## config.mk

```make
export PLATFORM = sky130hd
export DESIGN_NAME = odd_result_pipe
export DESIGN_NICKNAME = d
export VERILOG_FILES = /design/src/rtl/odd_result_pipe.sv
export SDC_FILE = /design/constraint.sdc
export NUM_CORES = 2
export LEC_CHECK = 0
export BUFFER_PORTS_ARGS = -buffer_cell sky130_fd_sc_hd__buf_2
export CORE_MARGIN = 4
export CORE_UTILIZATION = 50
export CTS_CLUSTER_SIZE = 20
export DETAILED_ROUTE_END_ITERATION = 12
export GPL_ROUTABILITY_DRIVEN = 0
export PLACE_DENSITY = 0.73
export SETUP_SLACK_MARGIN = 0.4
export SYNTH_ARGS = -nofsm -noshare
export SYNTH_HDL_FRONTEND = slang
export SYNTH_SLANG_ARGS = --single-unit
```

## constraint.sdc

```tcl
create_clock -name clock -period 36.4 [get_ports clock]
set_input_delay 10.92 -clock clock [delete_from_list [all_inputs] [get_ports clock]]
set_output_delay 10.92 -clock clock [all_outputs]
set_load 0.01 [all_outputs]
```

## src/rtl/odd_result_pipe.sv

```systemverilog
// Odd-pipe result pipeline: carries results DEPTH stages to write-back and
// answers forwarding/hazard lookups from the registered stages.
module odd_result_pipe #(
  parameter int DEPTH  = 7,
  parameter int DATA_W = 128,
  parameter int ADDR_W = 7,
  parameter int LAT_W  = 3
) (
  input  logic              clock,
  input  logic              reset,
  input  logic              flush,
  input  logic              in_valid,
  input  logic              in_wrt_en,
  input  logic [ADDR_W-1:0] in_rt_address,
  input  logic [DATA_W-1:0] in_rt_value,
  input  logic [LAT_W-1:0]  in_latency,
  input  logic [ADDR_W-1:0] query_address,
  output logic              fwd_hit,
  output logic              fwd_stall,
  output logic [DATA_W-1:0] fwd_value,
  output logic              wb_valid,
  output logic [ADDR_W-1:0] wb_rt_address,
  output logic [DATA_W-1:0] wb_rt_value,
  output logic [2:0]        occupancy
);

  logic              valid_q [1:DEPTH];
  logic              wrt_q   [1:DEPTH];
  logic [ADDR_W-1:0] addr_q  [1:DEPTH];
  logic [DATA_W-1:0] val_q   [1:DEPTH];
  logic [LAT_W-1:0]  lat_q   [1:DEPTH];
  logic [2:0]        occ_q;

  logic              valid_d [1:DEPTH];
  logic              wrt_d   [1:DEPTH];
  logic [ADDR_W-1:0] addr_d  [1:DEPTH];
  logic [DATA_W-1:0] val_d   [1:DEPTH];
  logic [LAT_W-1:0]  lat_d   [1:DEPTH];
  logic [2:0]        occ_d;

  // Flush squashes the capture and every stage behind write-back in one edge.
  always_comb begin
    valid_d[1] = in_valid & ~flush;
    wrt_d[1]   = in_wrt_en;
    addr_d[1]  = in_rt_address;
    val_d[1]   = in_rt_value;
    lat_d[1]   = (in_latency == '0) ? LAT_W'(1) : in_latency;
    for (int k = 2; k <= DEPTH; k++) begin
      valid_d[k] = valid_q[k-1] & ~flush;
      wrt_d[k]   = wrt_q[k-1];
      addr_d[k]  = addr_q[k-1];
      val_d[k]   = val_q[k-1];
      lat_d[k]   = lat_q[k-1];
    end
    occ_d = '0;
    for (int k = 1; k <= DEPTH - 1; k++) begin
      occ_d = occ_d + 3'(valid_d[k]);
    end
  end

  always_ff @(posedge clock or posedge reset) begin
    if (reset) begin
      for (int k = 1; k <= DEPTH; k++) begin
        valid_q[k] <= 1'b0;
        wrt_q[k]   <= 1'b0;
        addr_q[k]  <= '0;
        val_q[k]   <= '0;
        lat_q[k]   <= '0;
      end
      occ_q <= '0;
    end else begin
      for (int k = 1; k <= DEPTH; k++) begin
        valid_q[k] <= valid_d[k];
        wrt_q[k]   <= wrt_d[k];
        addr_q[k]  <= addr_d[k];
        val_q[k]   <= val_d[k];
        lat_q[k]   <= lat_d[k];
      end
      occ_q <= occ_d;
    end
  end

  // Scan oldest to youngest so the youngest match overrides any older one.
  always_comb begin
    fwd_hit   = 1'b0;
    fwd_stall = 1'b0;
    fwd_value = '0;
    for (int k = DEPTH; k >= 1; k--) begin
      if (valid_q[k] && wrt_q[k] && (addr_q[k] == query_address)) begin
        if (k >= int'(lat_q[k])) begin
          fwd_hit   = 1'b1;
          fwd_stall = 1'b0;
          fwd_value = val_q[k];
        end else begin
          fwd_hit   = 1'b0;
          fwd_stall = 1'b1;
          fwd_value = '0;
        end
      end
    end
  end

  assign wb_valid      = valid_q[DEPTH] & wrt_q[DEPTH];
  assign wb_rt_address = addr_q[DEPTH];
  assign wb_rt_value   = val_q[DEPTH];
  assign occupancy     = occ_q;

endmodule

```

==> flow_summary.ini <==
[run_status]
status = finished clean

[clocking]
numCtsBuffers = 97
hold_buffers = 0
cts_resized = 0
clock_latency_ns = 0.65
post_cts_buffers = 0
cts_tree = built
path_clk_slew_ns = 0.06
htreeDepth = 3
numClockSinks = 980
clockRootBuffer = clkbuf_16
cts_buffer_depth = 3

[setup_path]
critPathBufInv = 4
path_max_fanout = 73
arrival_ns = 14.88
end_kind = output pin
critPathKind = in -> out
critPathRequiredTime_ns = 25.48
cp_cell_sequence = buf_2 > xor2_1 > or4_1 > a211oi_4 > buf_4 > buf_4 > a221o_1 > a21oi_1 > o41ai_2 > buf_2
cp_top_family = buffers and inverters
cp-start-kind = primary input
crit_slowest_cell = buf_4
slowest_delay_ns = 0.95

[route]
met1Wirelength_mm = 41.9
met2_length_mm = 50.2
drc = 0
routedWlPerCell_um = 26.8
vias = 25435
wirelength_mm = 106
drtPass1Iterations = 6
wl_met3_mm = 9.36
top_layer_used = met5
via_per_inst = 6.41
drtIter0Drc = 2758
final_antenna_net_count = 0

[synth]
synth-seq-cells = 980
synthArstFlopShare_pct = 100
ys_types = 40
ys.flop_type = dfrtp_1
yosysSeqAreaShare_pct = 68.7
synth_nets = 2815
synth_area_um2 = 35700
postSynthCellCount = 2661
synth_area_per_cell_um2 = 13.4
ys_warn_count = 0
synth_edf_count = 0

[sta]
final_max_slew_viol_count = 0
rsz0062_at_grt = no
fmax_mhz = 38.8
tightestPinTransition_ns = 1.14
relSlewSlack_pct = 23.9
fin_crit_sh_pct = 70.9
setup-violations-final = 0
tns_ns = 0
final_hold_viol_count = 0
period_needed_ns = 25.80
fin_worst_skew_ns = 0.0172

[floorplan]
die_area_um2 = 75700
core-area_um2 = 70400
chipWidth_um = 275
pin_count = 419
dieHeight_um = 275
row_count = 97
start_util_pct = 50.7

[power_and_ir_drop]
p_total_mw = 2.32
comb_power_share_pct = 3.2
leakage_nw = 19.5
switching_share_pct = 22.4
power.internal_mw = 1.80
pwr-share-clk_pct = 45.8
p_sw_uw = 520
seq_power_share_pct = 51.0
peakVddDrop_uv = 47.2
power_density_nw_per_um2 = 55.7

[cells_and_area]
final_area_um2 = 41600
nFillCells = 5468
multi_input_area_um2 = 9990
syn_to_final_growth_pct = 16.6
drive_above_1_share_pct = 24.8
fin_nets = 3091
register_area_um2 = 24500
fin_util_pct = 59.1

[flow_run]
max-cap-violations = 0

[global_route]
grt_pass1_wl_mm = 161
grt_pass1_vias = 25516
grt_max_degree = 209
antenna_found_initial = 18
grt-ovfl-total = 0
grt_use_total_pct = 27.7

[placement]
numPortBuffers = 418
place_area_um2 = 38200
place_hpwl_mm = 61.1

[worst_hold_path]
hp-class = reg -> reg
## logic make-up after synthesis
family / share of synthesized area, %
and+or+nand+nor: 4.46
DFF: 68.7
buffers and inverters: 3.49
AOI/OAI and AO/OA: 21.9
xor gates and xnor gates: 1.20
adders and majority gates: 0.203
## through the flow
stage / hold slack [ns] / setup slack (ns) / cells
2_1_floorplan: 0.331 / 11.98 / 2661
3_3_place_gp: 0.332 / 10.64 / 3778
3_5_place_dp: 0.335 / 10.69 / 3778
4_1_cts: 0.346 / 10.68 / 3955
5_1_grt: 0.355 / 10.51 / 3967
6_report: 0.346 / 10.60 / 3971
## cell usage after synthesis, types with 2 or more instances
cell type    n  area, µm²
dfrtp_1    980      24500
a21oi_1    385       1930
clkbuf_1   218        818
nand2_1    139        522
and3_1     131        820
a221o_1    128       1280
a31oi_1    128        801
o2111ai_1  128       1120
o41ai_2    116       1890
o21ai_1    110        551
buf_2       40        200
xor2_1      25        219
xnor2_1     24        210
o21ai_0     18       90.1
buf_6       14        158
o41ai_1     12        105
inv_1       10       37.5
nor4_1       6       37.5
nand4_1      5       31.3
nor2b_1      5       31.3
nand2b_1     4       25.0
nor2_1       4       15.0
and4_1       3       26.3
buf_4        3       22.5
fa_1         3       60.1
nand3_1      3       15.0
or4_1        3       22.5
and2_1       2       12.5
nor3_1       2       10.0
o21bai_1     2       15.0
## cells in the final DEF (no fill, tap or decap), types with 31 or more instances in the layout
cell type  instances
and3_1           130
buf_4             31
o2111ai_1        128
a21oi_1          385
a221o_1          128
clkbuf_16         99
a31oi_1          128
dfrtp_1          980
buf_2            418
nand2_1          138
o41ai_2          116
o21ai_1          110
## registers in the layout (all words and copies together) (netlist names)
register       count
val_d            768
wb_rt_value      128
addr_d            42
lat_d             18
valid_q            7
wb_rt_address      7
wrt_d              6
occupancy          3
wrt_q              1
## final timing paths
| kind | from | endpoint | slack, ns | cells past startpoint |
|---|---|---|---|---|
| worst max-delay path | query_address[1] | fwd_value[25] | 10.60 | 10 |
| worst min-delay path | lat_d[9]$_DFF_PP0_ | lat_d[6]$_DFF_PP0_ | 0.35 | 0 |
| worst max register to register | valid_q[2]$_DFF_PP0_ | occupancy[1]$_DFF_PP0_ | 34.02 | 8 |
| worst min register to register | lat_d[9]$_DFF_PP0_ | lat_d[6]$_DFF_PP0_ | 0.35 | 0 |
| max in group asynchronous | reset | val_d[172]$_DFF_PP0_ | 21.83 | 6 |
| min in group asynchronous | reset | val_d[753]$_DFF_PP0_ | 10.46 | 2 |
## routing by layer
metal | track usage (%) | vias to the layer above
li1 | - | 10608
met1 | 38.1 | 13215
met2 | 43.2 | 1362
met3 | 5.90 | 244
met4 | 12.0 | 6
met5 | 0 | -
## power groups by stage
| stage | sequential [mW] | clock (mW) | combinational [mW] |
|---|---|---|---|
| 6_report | 1.18 | 1.06 | 0.0751 |
| 2_1_floorplan | 1.19 | 0 | 0.0365 |
| 4_1_cts | 1.18 | 1.08 | 0.0763 |
| 3_5_place_dp | 1.20 | 0 | 0.0761 |
| 3_3_place_gp | 1.19 | 0 | 0.0745 |
| 5_1_grt | 1.19 | 1.12 | 0.0825 |
## area by class of cell
cell class,count,area share (%)
diodes,16,0.0962
clock buffers,129,6.61
clock inverters,48,1.60
inverters,10,0.105
multi-input cells,1394,24.0
flip-flops and latches,980,58.9
well taps,940,2.83
repair buffers,454,5.83
Note: power is estimated with default switching activity, not from simulation.
